<file path="src/rtl/tmds_channel_encoder_if.sv">
// Pixel-side bundle for one TMDS channel: the pixel generator drives the
// video-enable, control bits and colour component; the encoder returns the
// 10-bit symbol bound for the serializer.
interface tmds_channel_encoder_if;
    logic       active_video;
    logic [1:0] ctrl;
    logic [7:0] data;
    logic [9:0] tmds;

    modport master (
        output active_video,
        output ctrl,
        output data,
        input  tmds
    );

    modport slave (
        input  active_video,
        input  ctrl,
        input  data,
        output tmds
    );
endinterface

</file>
<file path="src/rtl/tmds_channel_encoder.sv">
// Single-channel DVI 8b/10b TMDS encoder.
// Stage 1 builds the transition-minimized word q_m; stage 2 applies DC
// balancing against a running disparity and emits the 10-bit symbol.
// Blanking cycles send one of four control symbols and clear the disparity,
// so every active line segment starts balanced.
module tmds_channel_encoder (
    input  logic                    pixel_clk,
    input  logic                    rst,
    tmds_channel_encoder_if.slave   vid
);

    // Control symbol sent for ctrl = 2'b00; also the reset value of the output.
    localparam logic [9:0] CTRL_SYM_00 = 10'h354;
    localparam logic [9:0] CTRL_SYM_01 = 10'h0AB;
    localparam logic [9:0] CTRL_SYM_10 = 10'h154;
    localparam logic [9:0] CTRL_SYM_11 = 10'h2AB;

    // Number of ones in a byte.
    function automatic logic [3:0] ones8(input logic [7:0] v);
        logic [3:0] n;
        n = 4'd0;
        for (int i = 0; i < 8; i++) begin
            n = n + {3'b000, v[i]};
        end
        return n;
    endfunction

    // Transition-minimized word: XOR or XNOR chain, bit 8 flags XOR mode.
    function automatic logic [8:0] tm_word(input logic [7:0] d, input logic xnor_mode);
        logic [8:0] q;
        q    = 9'd0;
        q[0] = d[0];
        for (int i = 1; i < 8; i++) begin
            if (xnor_mode) begin
                q[i] = ~(q[i-1] ^ d[i]);
            end else begin
                q[i] = q[i-1] ^ d[i];
            end
        end
        q[8] = ~xnor_mode;
        return q;
    endfunction

    // Stage 1 signals and registers
    logic [3:0]        n1d_s;
    logic              use_xnor_s;
    logic [8:0]        qm_s;
    logic [8:0]        qm_r;
    logic              av_r;
    logic [1:0]        ctrl_r;

    // Stage 2 signals and registers
    logic [3:0]        n1q_s;
    logic [3:0]        n0q_s;
    logic signed [5:0] n1q_ext_s;
    logic signed [5:0] n0q_ext_s;
    logic signed [5:0] diff_s;
    logic signed [5:0] two_qm8_s;
    logic signed [5:0] two_nqm8_s;
    logic [9:0]        tmds_nxt_s;
    logic signed [5:0] cnt_nxt_s;
    logic [9:0]        tmds_r;
    logic signed [5:0] cnt_r;

    // Stage 1: choose XOR/XNOR mode from the byte's ones count and build q_m.
    always_comb begin
        n1d_s      = ones8(vid.data);
        use_xnor_s = (n1d_s > 4'd4) || ((n1d_s == 4'd4) && (vid.data[0] == 1'b0));
        qm_s       = tm_word(vid.data, use_xnor_s);
    end

    // Stage 1 pipeline register; enable and control travel with the data.
    always_ff @(posedge pixel_clk or posedge rst) begin
        if (rst) begin
            qm_r   <= 9'd0;
            av_r   <= 1'b0;
            ctrl_r <= 2'b00;
        end else begin
            qm_r   <= qm_s;
            av_r   <= vid.active_video;
            ctrl_r <= vid.ctrl;
        end
    end

    // Stage 2 operands: ones/zeros of q_m[7:0], widened to signed disparity width.
    always_comb begin
        n1q_s      = ones8(qm_r[7:0]);
        n0q_s      = 4'd8 - n1q_s;
        n1q_ext_s  = $signed({2'b00, n1q_s});
        n0q_ext_s  = $signed({2'b00, n0q_s});
        diff_s     = n1q_ext_s - n0q_ext_s;
        two_qm8_s  = $signed({4'b0000, qm_r[8], 1'b0});
        two_nqm8_s = $signed({4'b0000, ~qm_r[8], 1'b0});
    end

    // Stage 2: DC balancing for active pixels, control symbols while blanked.
    always_comb begin
        tmds_nxt_s = CTRL_SYM_00;
        cnt_nxt_s  = 6'sd0;
        if (av_r) begin
            if ((cnt_r == 6'sd0) || (n1q_s == n0q_s)) begin
                // No preference: invert the payload only in XNOR mode.
                tmds_nxt_s = {~qm_r[8], qm_r[8], (qm_r[8] ? qm_r[7:0] : ~qm_r[7:0])};
                if (qm_r[8]) begin
                    cnt_nxt_s = cnt_r + diff_s;
                end else begin
                    cnt_nxt_s = cnt_r - diff_s;
                end
            end else if (((cnt_r > 6'sd0) && (n1q_s > n0q_s)) ||
                         ((cnt_r < 6'sd0) && (n0q_s > n1q_s))) begin
                // Word would worsen the imbalance: send it inverted.
                tmds_nxt_s = {1'b1, qm_r[8], ~qm_r[7:0]};
                cnt_nxt_s  = cnt_r + two_qm8_s - diff_s;
            end else begin
                tmds_nxt_s = {1'b0, qm_r[8], qm_r[7:0]};
                cnt_nxt_s  = cnt_r + diff_s - two_nqm8_s;
            end
        end else begin
            case (ctrl_r)
                2'b00:   tmds_nxt_s = CTRL_SYM_00;
                2'b01:   tmds_nxt_s = CTRL_SYM_01;
                2'b10:   tmds_nxt_s = CTRL_SYM_10;
                2'b11:   tmds_nxt_s = CTRL_SYM_11;
                default: tmds_nxt_s = CTRL_SYM_00;
            endcase
            cnt_nxt_s = 6'sd0;
        end
    end

    // Stage 2 output register and running disparity.
    always_ff @(posedge pixel_clk or posedge rst) begin
        if (rst) begin
            tmds_r <= CTRL_SYM_00;
            cnt_r  <= 6'sd0;
        end else begin
            tmds_r <= tmds_nxt_s;
            cnt_r  <= cnt_nxt_s;
        end
    end

    assign vid.tmds = tmds_r;

endmodule
</file>
<file path="src/flat_wrapper.sv">
// flat-port wrapper written by rule: the top's interface ports become plain ports
module tmds_channel_encoder_flat 
  (pixel_clk, rst, vid_active_video, vid_ctrl, vid_data, vid_tmds);
  tmds_channel_encoder_if vid_i ();
  input  logic pixel_clk;
  input  logic rst;
  input wire logic [$bits(vid_i.active_video)-1:0] vid_active_video;
  input wire logic [$bits(vid_i.ctrl)-1:0] vid_ctrl;
  input wire logic [$bits(vid_i.data)-1:0] vid_data;
  output wire logic [$bits(vid_i.tmds)-1:0] vid_tmds;
  assign vid_i.active_video = vid_active_video;
  assign vid_i.ctrl = vid_ctrl;
  assign vid_i.data = vid_data;
  assign vid_tmds = vid_i.tmds;
  tmds_channel_encoder u_core (.pixel_clk(pixel_clk), .rst(rst), .vid(vid_i));
endmodule
</file>
<file path="config.mk">
export PLATFORM = sky130hd
export DESIGN_NAME = tmds_channel_encoder_flat
export DESIGN_NICKNAME = d
export VERILOG_FILES = /design/src/rtl/tmds_channel_encoder_if.sv /design/src/rtl/tmds_channel_encoder.sv /design/src/flat_wrapper.sv
export SDC_FILE = /design/constraint.sdc
export NUM_CORES = 1
export LEC_CHECK = 0
export BUFFER_PORTS_ARGS = -buffer_cell sky130_fd_sc_hd__buf_2
export CORE_ASPECT_RATIO = 1.1
export CORE_MARGIN = 1
export CORE_UTILIZATION = 50
export DETAILED_ROUTE_END_ITERATION = 16
export GPL_ROUTABILITY_DRIVEN = 1
export PLACE_DENSITY_LB_ADDON = 0.05
export SYNTH_ARGS = -nofsm -noshare
export SYNTH_HDL_FRONTEND = slang
export SYNTH_SLANG_ARGS = --single-unit
</file>
<file path="constraint.sdc">
create_clock -name pixel_clk -period 5.77 [get_ports pixel_clk]
set_clock_uncertainty 0.15 [all_clocks]
set_input_delay 0 -clock pixel_clk [delete_from_list [all_inputs] [get_ports pixel_clk]]
set_output_delay 0 -clock pixel_clk [all_outputs]
set_load 0.02 [all_outputs]
</file>
Yosys cells after proc, flatten, opt, wreduce, memory -nomap -nowiden:

Index checks and enable logic that the tools add are counted.

* $add $sub $neg: 21
* $lt $le $gt $ge: 5
* equality and inequality tests: 5
* muxes and demuxes: 16
* bitwise gates (word level): 18
* reduce and logical (&&, ||, !) cells: 8

Operator list (count)
* adder 4 x 1 -> 4 bit: 12
* one-hot mux 10 bit (4 select lines): 1
* two-way mux 10 bit: 3
* two-way mux 6 bit: 4
* subtractor 6 bit: 2
* inverter 1 bit: 10
* > comparator 4 bit: 2
* two-way mux 8 bit: 1
* inverter 8 bit: 1
* two-way mux 1 bit: 7
* bitwise XOR 1 bit: 7
* adder 6 x 3 -> 6 bit: 1
* adder 6 bit: 1
* > comparator 6 x 1 -> 1 bit (second input constant): 1
* logical NOT 6 bit: 1
* < comparator 6 x 1 -> 1 bit (second input constant): 1
* subtractor 6 x 3 -> 6 bit: 1
* subtractor 4 x 4 -> 5 bit: 1
* adder 1 x 1 -> 2 bit: 2
* equality test 2 bit (second input constant): 2
* equality test 4 x 3 -> 1 bit (second input constant): 1
* equality test 4 bit: 1
* > comparator 4 x 3 -> 1 bit (second input constant): 1
* subtractor 4 bit (first input constant): 1
* other kinds (4): 8

* bits in registers: 28
* input bits: 13
* output and inout port bits: 10
* word-level logic and storage cells: 78

Logic depth before layout (Yosys ltp):

Gate-level depths: netlist (run 1).

* depth in word-level cells: 29
* gate-level depth with buffers: 22
* mapped depth without buffers: 22

Worst setup path before layout (run 1):

Ideal clock, no wire load.

* path kind: reg2reg
* start point: register u_core.qm_r[0]
* end point: register u_core.cnt_r[5]
* library setup time: 0.079 ns
* arrival time: 5.213 ns
* data required time: 5.541 ns
* slack: 0.328 ns
* cell stages (with the launch flop): 21
* buffers on the path: 0
* clock period less this slack: 5.442 ns
* path through: dfrtp_1 > ha_1 > inv_1 > fa_1 > fa_1 > fa_1 > fa_1 > nand2_1 > ha_1 > nor2_1 > a221oi_1 > a2111o_1 > o31ai_2 > inv_1 > ha_1 > and3b_1 > nor3_1 > xor2_1 > mux2i_1 > a21oi_1 > mux2i_1

* longest elaborated chain between the ends: 14

Ends and longest elaborated chain
* start: declaration: RTL line tmds_channel_encoder.sv:48 `logic [8:0] qm_r;`
* start signal: assignment: RTL line tmds_channel_encoder.sv:79 `qm_r <= qm_s;`
* adder 1 x 1 -> 2 bit (*): RTL line tmds_channel_encoder.sv:23 `n = n + {3'b000, v[i]};`
* adder 4 x 1 -> 4 bit (*) (6 in a row): RTL line tmds_channel_encoder.sv:23
* subtractor 4 bit: RTL line tmds_channel_encoder.sv:88 `n0q_s = 4'd8 - n1q_s;`
* subtractor 4 x 4 -> 5 bit (tied with other cells): RTL line tmds_channel_encoder.sv:91 `diff_s = n1q_ext_s - n0q_ext_s;`
* adder 6 bit (tied with other cells): RTL line tmds_channel_encoder.sv:105, tmds_channel_encoder.sv:116
* subtractor 6 x 3 -> 6 bit or logical OR 1 bit (tied branches): RTL line tmds_channel_encoder.sv:116, tmds_channel_encoder.sv:109
* two-way mux 6 bit: RTL line tmds_channel_encoder.sv:109 `end else if (((cnt_r > 6'sd0) && (n1q_s > n0q_s)) ||`
* two-way mux 6 bit (*): RTL line tmds_channel_encoder.sv:101 `if ((cnt_r == 6'sd0) || (n1q_s == n0q_s)) begin`
* two-way mux 6 bit (*): RTL line tmds_channel_encoder.sv:100 `if (av_r) begin`
* net u_core.cnt_nxt_s[5]: RTL line tmds_channel_encoder.sv:61 `logic signed [5:0] cnt_nxt_s;`
* end signal: assignment: RTL line tmds_channel_encoder.sv:137 `cnt_r <= cnt_nxt_s;`
* end: declaration: RTL line tmds_channel_encoder.sv:63 `logic signed [5:0] cnt_r;`

The timed path passes the listed nets; every way through them passes the cells marked *.

Worst setup path in the final report (run 1):

Same ends and word-level chain as after synthesis.

==> out/summary.txt, run 1 <==
OUTCOME
-------------------------------------------------------------------------------------
Result of the run                                                        finished, violations left
Failing checks                                                           negative hold slack

FLOORPLAN
-------------------------------------------------------------------------------------
Std-Cell Core Area                                                          4410 um^2
Total Die Area                                                              4990 um^2
Die X-Extent                                                                  67.4 um
Top-level I/O count                                                                23
Floorplan die height                                                          74.0 um
Standard-cell rows                                                                 25
Initial Util                                                                    53.4%

SYNTH
-------------------------------------------------------------------------------------
Synthesized area                                                            2350 um^2
Count of unique library cells instantiated by Yosys                                40
Combinational family with the most area after synthesis                   adder cells
Sequential share of the synthesized area                                        30.0%
Cell with the most instances after synthesis                             sky130_fd_sc_hd__inv_1
Multiplexer area fraction after synthesis                                       3.08%
Number of synthesized flops with an enable pin                                      0
Adder-cell area share of the yosys netlist                                      25.7%
Biggest area contributors in the synthesized netlist                     sky130_fd_sc_hd__dfrtp_1 (24%), sky130_fd_sc_hd__ha_1 (14%), sky130_fd_sc_hd__fa_1 (12%)
Net Count, Synth                                                                  292
Cell accounting for the most synthesized area                            sky130_fd_sc_hd__dfrtp_1
Flip-flop and latch count after synthesis                                          28
Gate Count Post-Synth                                                             239
Xor/xnor share of the synthesized area                                          11.1%
Mean instance size in the synthesized netlist                               9.85 um^2
Ys async rst share                                                               100%
Share of the synthesized area in the top cell type                              24.5%
Post-synthesis share of cell area spent on and, or, nand and nor gates          10.0%
Compound-cell area share of the yosys netlist                                   12.8%
YS warnings                                                                         0
Post-synth top flop                                                      sky130_fd_sc_hd__dfrtp_1
Cell types with the highest counts after synthesis                       sky130_fd_sc_hd__inv_1 (41), sky130_fd_sc_hd__ha_1 (26), sky130_fd_sc_hd__dfrtp_1 (23), sky130_fd_sc_hd__xnor2_1 (20), sky130_fd_sc_hd__a21oi_1 (17)

CLOCK TREE
-------------------------------------------------------------------------------------
H-tree level count                                                                  1
TritonCTS clock tree                                                            built
Longest Clk Path Bufs                                                               2
Clock root buffer                                                        sky130_fd_sc_hd__clkbuf_8
Reg clk slew, reported paths                                                  0.09 ns
Setup bufs post-CTS                                                                 0
Num Clock Sinks                                                                    28
Skew-Pair Late Insertion Delay                                                0.28 ns
Num CTS Buffers                                                                     3

FINAL LAYOUT
-------------------------------------------------------------------------------------
Antenna diode count                                                                 0
Fraction of layout instances using a drive strength above 1                     15.6%
Number of nets at the end of the flow                                             330
Final design instance area without fill                                     2750 um^2
Post-Route Utilization                                                          62.4%
Relative area change from synthesis to final layout                             17.0%

CRITICAL PATH
-------------------------------------------------------------------------------------
Kind of critical path                                                         reg2reg
CP endpoint kind                                                            flip-flop
Cell depth of the worst setup path                                                 21
Family with the most delay on the worst path                              adder cells
Setup slack, reg-to-reg                                                       0.29 ns
CP bufs+invs                                                                        3
Peak fanout along the critical path                                                 7
Setup crit end                                                           u_core.cnt_r[5]$_DFF_PP0_
Cell-by-cell listing of the critical path                                ha_1 > inv_1 > fa_1 > fa_1 > fa_1 > fa_1 > nand2_1 > ha_4 > inv_1 > nor2_1 > o21bai_1 > o21ai_0 > inv_1 > ha_1 > fa_1 > o21ai_0 > nand2b_1 > xor2_1 > mux2i_1 > a21oi_1 > mux2i_1
Data required time at the worst endpoint                                      5.83 ns
Standard cell with the maximum stage delay on the critical path          sky130_fd_sc_hd__fa_1
CP max stage delay                                                            0.54 ns
Most common cell on crit path                                            sky130_fd_sc_hd__fa_1
Cells on worst reg2reg path                                                        21
End of the worst register-to-register path                               u_core.cnt_r[5]$_DFF_PP0_
Arrival time of the worst setup path                                          5.54 ns
Launching element type of the critical path                                 flip-flop
Launching instance or port of the critical path                          u_core.qm_r[0]$_DFF_PP0_
Crit Reg-Reg Startpoint                                                  u_core.qm_r[0]$_DFF_PP0_

ROUTING
-------------------------------------------------------------------------------------
Number of iterations in the first detailed-routing pass                             4
Number of remaining DRC errors                                                      0
Total wire length                                                             4.45 mm
Post-route ant nets                                                                 0
Via/cell ratio                                                                   5.03
Via count                                                                       1,661
Drt initial violations                                                             79
Average routed wire per standard cell                                         13.5 um

TIMING
-------------------------------------------------------------------------------------
Max frequency                                                               0.182 GHz
Smallest hold slack                                                       -0.00776 ns
Final hold violation count                                                          1
Final setup violation count                                                         0
Worst-Margin Slew                                                             1.06 ns
Minimum clock period after layout                                             5.48 ns
Setup TNS                                                                        0 ns
Remaining max-slew budget at the tightest pin                                   29.1%
Setup repair after global routing missed its margin                             false
Final max-slew violation count                                                      0
Ratio of final minimum period to clock period                                   95.0%

GLOBAL ROUTING
-------------------------------------------------------------------------------------
Maximum number of pins on one net before global-route repair                       29
Vias in the first global route                                                  1,636
All-layer global routing usage                                                  20.1%
Initial antenna violation count                                                     0
Global-route wire length before repair                                        7.36 mm
Global-route congestion overflow total                                              0

PLACED DESIGN
-------------------------------------------------------------------------------------
RePlAce Congestion                                                              0.906
Detailed placer's ending HPWL                                                 3.47 mm
Placed cell areas                                                           2540 um^2
# port buffers                                                                     22

JOB
-------------------------------------------------------------------------------------
Number of max-capacitance violations reported                                       0

MIN PATH
-------------------------------------------------------------------------------------
Hold Path Stages                                                                    3
Type of the tightest min-delay check                                           in2reg

[what timing repair did]
item	in CTS	in global routing
setup endpoints to repair	0	1
hold endpoints to repair	33	0
hold buffers	12	0
resized for setup	0	5
[tightest hold or removal path, cell delays in order]
cell	delay [ns]
sky130_fd_sc_hd__buf_2	0.08
sky130_fd_sc_hd__ha_1	0.14
sky130_fd_sc_hd__ha_1	0.16
[area by class of cell]
class | instances | area, um^2
flip-flops and latches | 28 | 707
well taps | 54 | 67.6
clock buffers | 3 | 41.3
repair buffers | 37 | 253
multi-input cells | 166 | 1500
clock inverters | 1 | 30.0
fillers | 379 | 1660
inverters | 41 | 154
[layer usage]
| layer | track usage [%] | wire length, um | up-vias | part of all wire (%) |
|---|---|---|---|---|
| li1 | - | - | 848 | - |
| met3 | 2.45 | 97 | 5 | 2.2 |
| met2 | 35.1 | 2220 | 21 | 50 |
| met4 | 4.96 | 45 | 0 | 1.0 |
| met5 | 0 | 0 | - | 0 |
| met1 | 26.4 | 2090 | 787 | 47 |
[registers in the layout (all words and copies together), names as in the netlist]
signal and cells:
u_core.vid.tmds 10, u_core.qm_r 9, u_core.cnt_r 6, u_core.ctrl_r 2, u_core.av_r 1
[cell usage in the layout (no fill, tap or decap), drive strengths merged, types with 12 or more instances in the layout]
master / count
fa: 14
xnor2: 21
dfrtp: 23
dlygate4sd3: 12
buf: 25
a21oi: 17
inv: 41
ha: 26
nor2: 15
[worst min-delay path by stage]
stage | startpoint | endpoint
finish | vid_data[1] | u_core.qm_r[2]$_DFF_PP0_
global route | vid_data[1] | u_core.qm_r[2]$_DFF_PP0_
global placement | vid_active_video | u_core.av_r$_DFF_PP0_
CTS | vid_data[1] | u_core.qm_r[2]$_DFF_PP0_
detailed placement | vid_ctrl[1] | u_core.ctrl_r[1]$_DFF_PP0_
floorplan | vid_active_video | u_core.av_r$_DFF_PP0_
[stage by stage]
stage	std cells	hold slack (ns)	setup WS [ns]
after CTS	330	0.00196	0.162
after global routing	330	0.0392	0.0224
after global placement	314	-0.0413	0.263
after detailed placement	314	-0.0403	0.176
after floorplan	239	-0.119	0.328
final	330	-0.00776	0.287
[cells by family (layout without fill, tap and decap cells)]
group,Yosys count,count (layout)
fa+ha+maj,40,40
buf+inv,45,82
flops,28,28
xor+xnor,29,29
compound gates,46,46
simple gates,45,45
mux,6,6
Power of run 1 is not shown: default switching activity piles up to over one toggle a cycle in this logic, so the estimate is an artifact.
==> inputs of run 2 (changes only) <==
- HOLD_SLACK_MARGIN: unset -> 0.03
==> run 2 against run 1 <==
  * The flow now finishes without violations
  * Wire length rose by 1.1%
  * Global-route usage rose by 0.19 points
  * Count of clock-buffer cells in the layout did not move
  * Utilization rose by 0.68 points
  * Worst setup slack improved by 0.0058 ns
  * Via count rose by 0.72%
  * Sequential cell count did not move
  * Final cell count rose by 0.91%
  * Maximum frequency rose by 0.11%
==> out/summary.txt, run 2 (same netlist as run 1, synthesis figures left out) <==
OUTCOME
------------------------------------------------------------------------------
Result of the run                                                    completed

GLOBAL ROUTING
------------------------------------------------------------------------------
Initial antenna violation count                                              0   unchanged
Global-route wire length before repair                                 7.44 mm   +1.0%
Global-route congestion overflow total                                       0   unchanged
Vias in the first global route                                           1,666   +1.8%
All-layer global routing usage                                           20.3%   +0.19 points
Maximum number of pins on one net before global-route repair                29   unchanged

CLOCK TREE
------------------------------------------------------------------------------
H-tree level count                                                           1   unchanged
Longest Clk Path Bufs                                                        2   unchanged
Num Clock Sinks                                                             28   unchanged
Num CTS Buffers                                                              3   unchanged
Skew-Pair Late Insertion Delay                                         0.28 ns   about the same
Clock root buffer                                                 sky130_fd_sc_hd__clkbuf_8
TritonCTS clock tree                                                     built
Setup bufs post-CTS                                                          0   unchanged
Reg clk slew, reported paths                                           0.10 ns   about the same

FINAL LAYOUT
------------------------------------------------------------------------------
Number of inserted filler cells in the final layout                        377   -0.53%
Number of nets at the end of the flow                                      333   +0.91%
Sequential cell area                                                  707 um^2   unchanged
Post-layout instance count excluding filler cells                          333   +0.91%
Relative area change from synthesis to final layout                      18.3%
Leading cell type in the layout, fill and taps excluded           sky130_fd_sc_hd__inv_1
Largest register FFs                                                        10   unchanged
Combined area of the multi-input logic cells                         1500 um^2   unchanged
Fraction of layout instances using a drive strength above 1              15.4%   -0.17 points
Antenna diode count                                                          0   unchanged
Post-Route Utilization                                                   63.1%   +0.68 points
Most frequent cells in the layout                                 sky130_fd_sc_hd__inv_1 (41), sky130_fd_sc_hd__ha_1 (24), sky130_fd_sc_hd__dfrtp_1 (23)

CRITICAL PATH
------------------------------------------------------------------------------
Most common cell on crit path                                     sky130_fd_sc_hd__fa_1
CP endpoint kind                                                     flip-flop
Launching element type of the critical path                          flip-flop
Peak fanout along the critical path                                          7   unchanged
Arrival time of the worst setup path                                   5.53 ns   about the same
Cell-by-cell listing of the critical path                         ha_1 > inv_1 > fa_1 > fa_1 > fa_1 > fa_1 > nand2_1 > ha_4 > inv_1 > nor2_1 > o21bai_1 > o21ai_0 > inv_1 > ha_1 > fa_1 > o21ai_0 > nand2b_1 > xor2_1 > mux2i_1 > a21oi_1 > mux2i_1
CP bufs+invs                                                                 3   unchanged
Data required time at the worst endpoint                               5.83 ns   about the same
Standard cell with the maximum stage delay on the critical path   sky130_fd_sc_hd__fa_1
Family with the most delay on the worst path                       adder cells
CP max stage delay                                                     0.54 ns   about the same
Kind of critical path                                                  reg2reg

JOB
------------------------------------------------------------------------------
Number of max-capacitance violations reported                                0   unchanged

PLACED DESIGN
------------------------------------------------------------------------------
DP Cell Count                                                              314   unchanged
Detailed placer's ending HPWL                                          3.47 mm   unchanged
Post-place setup slack                                                0.176 ns   unchanged
# port buffers                                                              22   unchanged
RePlAce Congestion                                                       0.906   unchanged

FLOORPLAN
------------------------------------------------------------------------------
Die X-Extent                                                           67.4 um   unchanged
Std-Cell Core Area                                                   4410 um^2   unchanged
Total Die Area                                                       4990 um^2   unchanged
Floorplan die height                                                   74.0 um   unchanged
Top-level I/O count                                                         23   unchanged
Standard-cell rows                                                          25   unchanged
Initial Util                                                             53.4%   unchanged

TIMING
------------------------------------------------------------------------------
Remaining max-slew budget at the tightest pin                            29.2%   +0.061 points
Setup repair after global routing missed its margin                      false
Final max-slew violation count                                               0   unchanged
Minimum clock period after layout                                      5.48 ns   -0.00582 ns
Worst-Margin Slew                                                      1.06 ns   -0.000911 ns
Post-layout worst setup margin                                        0.292 ns   +0.00582 ns
Ratio of final minimum period to clock period                            94.9%   -0.10 points
Final setup violation count                                                  0   unchanged
Setup TNS                                                                 0 ns   unchanged
Final hold violation count                                                   0   -1
Max frequency                                                        0.183 GHz   +0.11%

ROUTING
------------------------------------------------------------------------------
Number of remaining DRC errors                                               0   unchanged
Drt initial violations                                                      65   -18%
Via count                                                                1,673   +0.72%
Post-route ant nets                                                          0   unchanged
Average routed wire per standard cell                                  13.5 um   +0.15%
Total wire length                                                      4.50 mm   +1.1%
Via/cell ratio                                                            5.02   -0.18%
Number of iterations in the first detailed-routing pass                      4   unchanged

MIN PATH
------------------------------------------------------------------------------
Type of the tightest min-delay check                                    in2reg

[run 2: changes by cell type in the layout (fill, tap and decap cells not counted), sizes merged]
| cell | before | now |
|---|---|---|
| dlygate4sd3 | 12 | 15 |
[run 2: final cells by class]
cell class                      count  share of cell area, %
Timing Repair Buffer               40                   10.2
Clock inverter                      1                   1.08
Inverter                           41                   5.53
Multi-Input combinational cell    166                   53.9
Tap cell                           54                   2.43
Sequential cell                    28                   25.4
Clock buffer                        3                   1.48
[run 2: through the flow]
stage               hold WS, ns  area (um^2)
finish                    0.206         2780
global route              0.195         2780
CTS                       0.198         2760
global placement        -0.0413         2540
floorplan                -0.119         2350
detailed placement      -0.0403         2540
[run 2: worst paths after layout]
kind | startpoint | depth (start not counted) | slack, ns | endpoint
max reg2reg | u_core.qm_r[0]$_DFF_PP0_ | 21 | 0.29 | u_core.cnt_r[5]$_DFF_PP0_
min | vid_ctrl[0] | 2 | 0.21 | u_core.ctrl_r[0]$_DFF_PP0_
min reg2reg | u_core.cnt_r[0]$_DFF_PP0_ | 1 | 0.35 | u_core.cnt_r[0]$_DFF_PP0_
max | u_core.qm_r[0]$_DFF_PP0_ | 21 | 0.29 | u_core.cnt_r[5]$_DFF_PP0_
min in group asynchronous | rst | 3 | 0.38 | u_core.ctrl_r[1]$_DFF_PP0_
max in group asynchronous | rst | 3 | 4.45 | u_core.cnt_r[1]$_DFF_PP0_
[run 2: layer usage]
layer | GRT usage, % | up-vias | share of wire (%)
met3 | 2.45 | 5 | 2.2
met2 | 35.8 | 21 | 50
li1 | - | 854 | -
met5 | 0 | - | 0
met4 | 4.96 | 0 | 1.0
met1 | 26.4 | 793 | 47
[run 2: repair_timing]
action                                  4_1_cts  5_1_grt
hold endpoints to repair                     34        0
gates resized for setup                       0        5
endpoints found under the setup margin        0        1
hold buffers                                 15        0
[run 2: worst register-to-register path, cell delays in order, from the launching register on]
cell,delay [ns]
sky130_fd_sc_hd__dfrtp_1,0.40
sky130_fd_sc_hd__ha_1,0.28
sky130_fd_sc_hd__inv_1,0.05
sky130_fd_sc_hd__fa_1,0.49
sky130_fd_sc_hd__fa_1,0.43
sky130_fd_sc_hd__fa_1,0.41
sky130_fd_sc_hd__fa_1,0.51
sky130_fd_sc_hd__nand2_1,0.16
sky130_fd_sc_hd__ha_4,0.35
sky130_fd_sc_hd__inv_1,0.05
sky130_fd_sc_hd__nor2_1,0.12
sky130_fd_sc_hd__o21bai_1,0.08
sky130_fd_sc_hd__o21ai_0,0.18
sky130_fd_sc_hd__inv_1,0.15
sky130_fd_sc_hd__ha_1,0.25
sky130_fd_sc_hd__fa_1,0.54
sky130_fd_sc_hd__o21ai_0,0.10
sky130_fd_sc_hd__nand2b_1,0.09
sky130_fd_sc_hd__xor2_1,0.16
sky130_fd_sc_hd__mux2i_1,0.09
sky130_fd_sc_hd__a21oi_1,0.19
sky130_fd_sc_hd__mux2i_1,0.19
Power of run 2 is left out for the same reason.
